===== src/rtl/matrix_rot_stream.sv =====
// Row-streamed NxN matrix rotator: buffers N rows, then drains the matrix rotated by k CCW quarter turns.
// Optional macro MATRIX_ROT_TRANSPOSE_EN adds in_xpose to rotate the transposed matrix instead.
module matrix_rot_stream #(
    parameter int unsigned N = 3,
    parameter int unsigned W = 4
) (
    input  logic           clk,
    input  logic           rst,
    input  logic           in_valid,
    output logic           in_ready,
    input  logic [N*W-1:0] in_row,
    input  logic [1:0]     in_rot,
    input  logic           in_dir,
`ifdef MATRIX_ROT_TRANSPOSE_EN
    input  logic           in_xpose,
`endif
    output logic           out_valid,
    input  logic           out_ready,
    output logic [N*W-1:0] out_row,
    output logic           out_last,
    output logic           busy
);

    localparam int unsigned CW = (N > 1) ? $clog2(N) : 1;
    localparam logic [CW-1:0] LAST = CW'(N - 1);

    typedef enum logic [1:0] {
        IDLE,
        LOAD,
        DRAIN
    } state_t;

    state_t        state_q, state_d;
    logic [W-1:0]  buf_q [N][N];
    logic [CW-1:0] cnt_q;
    logic [1:0]    k_q;
    logic          in_acc, out_acc, at_last;
    logic [CW-1:0] sr, sc;
    logic [W-1:0]  elem;
`ifdef MATRIX_ROT_TRANSPOSE_EN
    logic          xp_q;
`endif

    assign at_last  = (cnt_q == LAST);
    assign in_acc   = in_valid && in_ready;
    assign out_acc  = out_valid && out_ready;
    assign out_last = out_valid && at_last;

    // State register
    always_ff @(posedge clk or posedge rst) begin
        if (rst) begin
            state_q <= IDLE;
        end else begin
            state_q <= state_d;
        end
    end

    // Next state and handshake outputs
    always_comb begin
        state_d   = state_q;
        in_ready  = 1'b0;
        out_valid = 1'b0;
        busy      = 1'b0;
        case (state_q)
            IDLE: begin
                in_ready = 1'b1;
                if (in_valid) state_d = LOAD;
            end
            LOAD: begin
                in_ready = 1'b1;
                busy     = 1'b1;
                if (in_valid && at_last) state_d = DRAIN;
            end
            DRAIN: begin
                out_valid = 1'b1;
                busy      = 1'b1;
                if (out_ready && at_last) state_d = IDLE;
            end
            default: state_d = IDLE;
        endcase
    end

    // Row buffer, row counter and mode latched with row 0
    always_ff @(posedge clk or posedge rst) begin
        if (rst) begin
            cnt_q <= '0;
            k_q   <= 2'd0;
`ifdef MATRIX_ROT_TRANSPOSE_EN
            xp_q  <= 1'b0;
`endif
            for (int r = 0; r < N; r++) begin
                for (int c = 0; c < N; c++) begin
                    buf_q[r][c] <= '0;
                end
            end
        end else begin
            if (in_acc) begin
                for (int c = 0; c < N; c++) begin
                    buf_q[cnt_q][c] <= in_row[(N-1-c)*W +: W];
                end
                cnt_q <= at_last ? '0 : cnt_q + CW'(1);
            end else if (out_acc) begin
                cnt_q <= at_last ? '0 : cnt_q + CW'(1);
            end
            if (in_acc && (state_q == IDLE)) begin
                k_q  <= in_dir ? (2'd0 - in_rot) : in_rot;
`ifdef MATRIX_ROT_TRANSPOSE_EN
                xp_q <= in_xpose;
`endif
            end
        end
    end

    // Element select for output row cnt_q under k_q CCW quarter turns
    always_comb begin
        out_row = '0;
        sr      = '0;
        sc      = '0;
        elem    = '0;
        for (int c = 0; c < N; c++) begin
            case (k_q)
                2'd1:    begin sr = CW'(c);         sc = LAST - cnt_q;   end
                2'd2:    begin sr = LAST - cnt_q;   sc = LAST - CW'(c);  end
                2'd3:    begin sr = LAST - CW'(c);  sc = cnt_q;          end
                default: begin sr = cnt_q;          sc = CW'(c);         end
            endcase
`ifdef MATRIX_ROT_TRANSPOSE_EN
            elem = xp_q ? buf_q[sc][sr] : buf_q[sr][sc];
`else
            elem = buf_q[sr][sc];
`endif
            if (out_valid) out_row[(N-1-c)*W +: W] = elem;
        end
    end

endmodule


===== config.mk =====
export PLATFORM = sky130hd
export DESIGN_NAME = matrix_rot_stream
export DESIGN_NICKNAME = d
export VERILOG_FILES = /design/src/rtl/matrix_rot_stream.sv
export SDC_FILE = /design/constraint.sdc
export NUM_CORES = 1
export LEC_CHECK = 0
export CORE_UTILIZATION = 60
export DETAILED_ROUTE_END_ITERATION = 7
export DONT_BUFFER_PORTS = 1
export PLACE_DENSITY = 0.85
export SYNTH_ARGS = -nofsm -noshare
export SYNTH_HDL_FRONTEND = slang
export SYNTH_SLANG_ARGS = --single-unit

===== constraint.sdc =====
create_clock -name clk -period 3.3 [get_ports clk]
set_input_delay 0.66 -clock clk [delete_from_list [all_inputs] [get_ports clk]]
set_output_delay 0.66 -clock clk [all_outputs]
set_load 0.005 [all_outputs]

Word-level counts from Yosys, hierarchy flattened
Index checks and enable logic that the tools add are counted.
{ "totals": {"reg_bits": 42, "in_bits": 19, "output_inout_bits": 16} }
{ "classes": {"n_addsub": 3, "magnitude_cmp": 8, "n_eq_ne": 9, "muxes": 47, "bitwise": 7, "reduce_logical": 13} }
{ "op_table": {"columns": ["operator", "n"], "rows": [
  ["36-bit bitwise mux", 3],
  ["12-bit two-way mux", 7],
  ["12-bit binary-select mux with 2-bit select", 3],
  ["12-bit demux with 2-bit select", 3],
  ["4-bit two-way mux", 10],
  ["2-bit one-hot mux with 3 select lines", 5],
  ["4-bit binary-select mux with 2-bit select", 3],
  ["3-bit >= comparator (second input constant)", 7],
  ["2-bit NOT with 3-bit output", 7],
  ["2-bit two-way mux", 7],
  ["2-bit == test (second input constant)", 4],
  ["8-bit two-way mux", 1],
  ["2-bit one-hot mux with 2 select lines", 2],
  ["1-bit logical AND", 7],
  ["2-bit != test (second input constant)", 3],
  ["2-bit OR reduction", 3],
  ["2-bit by 1-bit == test with 1-bit output (second input constant)", 2],
  ["3-bit by 1-bit < comparator with 1-bit output (second input constant)", 1],
  ["1-bit two-way mux", 3],
  ["3-bit AND reduction", 1],
  ["2-bit by 1-bit adder with 2-bit output (second input constant)", 1],
  ["2-bit zero test", 1],
  ["2-bit nonzero test", 1],
  ["1-bit by 2-bit subtractor with 2-bit output (first input constant)", 1],
  ["2-bit subtractor (first input constant)", 1]
]} }

Depth between registers and ports, before layout
{ "depth": {"depth_word": 11, "ltp_mapped": 10, "depth_no_buf": 7} }

Least setup slack after synthesis
OpenSTA, ideal clock, no wires.
{ "synth_timing": {"path_kind": "register to output", "from": "register cnt_q[0]", "to": "output port out_row[0]", "t_arrival_ns": 2.320, "required_time_ns": 2.640, "path_slack_ns": 0.320, "path_stages_with_launch": 10, "path_buffers": 2, "path_cell_list": "dfrtp_1 -> clkbuf_1 -> clkinv_1 -> ha_1 -> buf_6 -> or2_4 -> a21oi_4 -> mux2_4 -> o22ai_1 -> o2bb2ai_1"} }
{ "synth_via": {"elab_chain_len": 10} }
{ "synth_lines": {"columns": ["element", "line_no", "text"], "rows": [
  ["start, declared", "35", "logic [CW-1:0] cnt_q;"],
  ["start signal, assigned", "101", "cnt_q <= at_last ? '0 : cnt_q + CW'(1);"],
  ["start signal, assigned", "103", "cnt_q <= at_last ? '0 : cnt_q + CW'(1);"],
  ["2-bit subtractor", "122, 123", null],
  ["2-bit one-hot mux with 3 select lines", "121", "case (k_q)"],
  ["2-bit NOT with 3-bit output (implied by the code)", "130", "elem = buf_q[sr][sc];"],
  ["12-bit binary-select mux with 2-bit select", "130", null],
  ["12-bit two-way mux (implied by the code) (2 in a row)", "130", null],
  ["4-bit binary-select mux with 2-bit select *", "130", null],
  ["4-bit two-way mux (implied by the code) * (2 in a row)", "130", null],
  ["4-bit two-way mux *", "132", "if (out_valid) out_row[(N-1-c)*W +: W] = elem;"],
  ["end, declared", "19", "output logic [N*W-1:0] out_row,"]
]} }
Every way passes the cells marked *; elsewhere a longest branch is shown, timed or not. The select of a mux whose other input is x is not followed.

Worst setup path after layout
{ "layout_timing": {"from": "register k_q[1]", "to": "output port out_row[9]"} }
{ "layout_via": {"elab_chain_len": 10} }
{ "layout_lines": {"columns": ["element", "line_no", "text"], "rows": [
  ["start, declared", "36", "logic [1:0] k_q;"],
  ["start signal, assigned", "106", "k_q <= in_dir ? (2'd0 - in_rot) : in_rot;"],
  ["2-bit == test / 2-bit by 1-bit == test with 1-bit output (equally long branches)", "121", null],
  ["2-bit one-hot mux with 3 select lines", "121", null],
  ["2-bit NOT with 3-bit output (implied by the code)", "130", null],
  ["12-bit binary-select mux with 2-bit select", "130", null],
  ["12-bit two-way mux (implied by the code) (2 in a row)", "130", null],
  ["4-bit binary-select mux with 2-bit select *", "130", null],
  ["4-bit two-way mux (implied by the code) * (2 in a row)", "130", null],
  ["4-bit two-way mux *", "132", null]
]} }
Marks and branches as above.

==> run_results.csv <==
group,metric,value,unit
synthesis,synth_top_area_share,37.67,%
worst_setup_path,crit_chain,"nand2b_1 -> a2bb2oi_2 -> mux2_2 -> o21ai_0 -> o32ai_1",
route,drcViolationCount,0,
timing,skew,0.006619,ns
finish,multi_input_area,1604,um2
finish,stdcell_count,324,
synthesis,ys.flop_type,"dfrtp_1",
worst_setup_path,end_kind,"output pin",
place,gp_congestion,0.9677,
worst_setup_path,r2r_cells,6,
timing,rsz0062_at_grt,"false",
synthesis,ys_seq_elements,42,
synthesis,synthArstFlopShare,100.0,%
route,wire_per_inst,19.37,um
timing,relSlewSlack,43.15,%
floorplanning,start_util,63.21,%
worst_setup_path,crit_type,"reg2out",
floorplanning,rows,24,
synthesis,synthDistinctLibCells,50,
worst_setup_path,cpMaxStageDelayCell,"dfrtp_1",
route,vias,2140,
clocking,clk_latency,0.29,ns
grt,grt_pass1_wl,10.37,mm
finish,seqCellArea,1052,um2
floorplanning,die_h,70.20,um
clocking,cts.root.buffer_cell,"clkbuf_8",
timing,min_period,3.156,ns
finish,nNetsFinal,296,
synthesis,syn_inst,271,
synthesis,avgSynthCellArea,10.30,um2
power_and_ir_drop,p_int,1.932,mW
route,wl,6.277,mm
synthesis,ys_top_cells_by_area,"dfrtp_1, mux2_2, mux2i_1, nand2_1, ha_1",
power_and_ir_drop,power_frac_seq,31.4,%
timing,tightest_slew,0.8518,ns
status,outcome,"complete, no violations",
timing,finalMaxSlewViolations,0,
worst_setup_path,start_kind,"flop",
clocking,cts_tree,"built",
route,via_per_inst,6.605,
worst_setup_path,crit_fanout,17,
floorplanning,core,4414,um2
worst_setup_path,critical_path_arrival,2.50,ns
floorplanning,die_area,4927,um2
place,hpwlAfterDp,4.517,mm
worst_setup_path,cp_slowest_stage_delay,0.71,ns
grt,first_global_vias,2028,
floorplanning,ioPinCount,35,
finish,n_fill_cell,344,
clocking,clockBufferDepth,2,
place,io_buffers,0,
grt,grt-ovfl-total,0,
route,dr.pass1.iters,5,
timing,max_freq,316.8,MHz
route,antenna_left,0,
timing,hold_violations,0,
power_and_ir_drop,p_comb_share,58.7,%
synthesis,yosysTopAreaCell,"dfrtp_1",
place,place_area,2814,um2
timing,holdWs,0.4211,ns
finish,drive_gt1_share,26.10,%
grt,grt_use_total,27.28,%
clocking,cts_buffers,5,
synthesis,yosysSeqAreaShare,37.67,%
finish,stdcell_area,2934,um2
grt,grt_max_degree,34,
floorplanning,chipWidth,70.20,um
finish,area_growth,5.157,%
synthesis,syn_nets,296,
power_and_ir_drop,p_sw_share,43.08,%
timing,timing.final.crit_share,95.64,%
place,dp.cells,314,
synthesis,ys_warn_count,0,
synthesis,synth_edf_count,0,
power_and_ir_drop,max-vdd-ir-drop,634.3,uV
finish,diodes,0,
route,first_iter_violations,207,
clocking,clk_pin_slew,0.08,ns
clocking,cts.sinks,42,
job,timing.max_cap.violations,0,
power_and_ir_drop,clkPwrFrac,9.9,%
worst_setup_path,required,2.64,ns
clocking,h-tree-depth,2,
timing,finalSetupTns,0,ns
synthesis,syn_area,2790,um2
worst_hold_path,hold_path.class,"in2async",
power_and_ir_drop,p_leak,1.295,nW
power_and_ir_drop,p_per_area,1157,nW/um2
timing,setup_viol_count_final,0,
power_and_ir_drop,p_switching,1.462,mW
grt,grt_antenna_before_repair,0,
-- worst max-delay path, delay by kind of cell (launching register included) --
family          cells  cell delay, ns
compound gates      3            0.99
flops               1            0.71
mux                 1            0.29
simple gates        1            0.23
-- synth_stat cells, types with 4 or more instances --
master,number
a21oi_1,12
and2_1,4
buf_2,6
clkbuf_1,5
dfrtp_1,42
ha_1,6
inv_1,10
mux2_2,42
mux2i_1,20
nand2_1,26
nand2b_1,4
nor2_1,6
nor2b_1,4
nor3_1,4
o21a_1,4
o21ai_0,13
o21ai_1,4
o221ai_1,4
-- layer usage --
metal	part of all wire, %	vias to the layer above	global-route usage (%)
li1	-	990	-
met2	48	85	43.16
met1	44	1051	37.98
met3	6.6	14	6.205
met5	0	-	0
met4	1.6	0	6.889
-- path summary, 6_finish.rpt --
kind	startpoint	end	slack, ns
min in group clk	in_row[8]	buf_q[8]	0.51
max reg2reg	state_q[0]	buf_q[23]	1.08
min reg2reg	buf_q[19]	buf_q[19]	0.51
min	rst	buf_q[1]	0.42
max	k_q[1]	out_row[9]	0.14
max in group asynchronous	rst	cnt_q[1]	2.08
-- sequential cells by signal, indices dropped and copies added (netlist names) --
signal / cells
buf_q: 36
k_q: 2
cnt_q: 2
state_q: 2
-- power by group through the flow --
| stage | Sequential, mW | Clock (mW) | Combinational [mW] |
|---|---|---|---|
| final | 1.07 | 0.336 | 1.99 |
| after global routing | 1.10 | 0.369 | 2.17 |
| after CTS | 1.05 | 0.344 | 1.91 |
| after detailed placement | 1.06 | 0 | 1.90 |
| after global placement | 1.05 | 0 | 1.84 |
| after floorplan | 0.932 | 0 | 1.65 |
-- through the flow --
stage | power [mW] | util, % | setup WS [ns]
CTS | 3.309 | 65.82 | 0.009910
floorplan | 2.585 | - | 0.3204
finish | 3.394 | 66.47 | 0.1438
global route | 3.642 | 66.47 | 0.04057
detailed placement | 2.968 | 63.75 | 0.3249
global placement | 2.890 | 63.75 | 0.4307
-- cell families (layout without fill, tap and decap cells) --
kind of cell	count (synthesis)	count (layout)	synth area share [%]
AOI/OAI and AO/OA	69	69	18.21
xor gates and xnor gates	1	1	0.3140
adders and majority gates	6	6	2.691
buffers and inverters	27	28	4.843
DFF	42	42	37.67
muxes	64	64	25.20
and+or+nand+nor	62	62	11.08
-- final cells by class --
type / instances / share of cell area, %
Multi-Input combinational cell: 202 / 54.67
Sequential cell: 42 / 35.86
Clock buffer: 7 / 2.942
Timing Repair Buffer: 9 / 2.729
Tap cell: 52 / 2.217
Inverter: 11 / 1.407
Clock inverter: 1 / 0.1706
-- layout by cell type, fill, tap and decap left out, drive strengths merged, types with 6 or more instances in the layout --
cell and n:
o21ai 18, a21oi 14, clkbuf 7, nor2 6
ha 6, mux2 44, inv 10, dfrtp 42
nand2 26, buf 9, mux2i 20
-- what timing repair did --
action                                 4_1_cts  5_1_grt
endpoints found under the hold margin        0        0
pin swaps                                    1        1
resized for setup                            0        1
buffers inserted                             0        2
hold buffers                                 0        0
setup endpoints to repair                    1        5
Note: power is estimated with default switching activity, not from simulation.
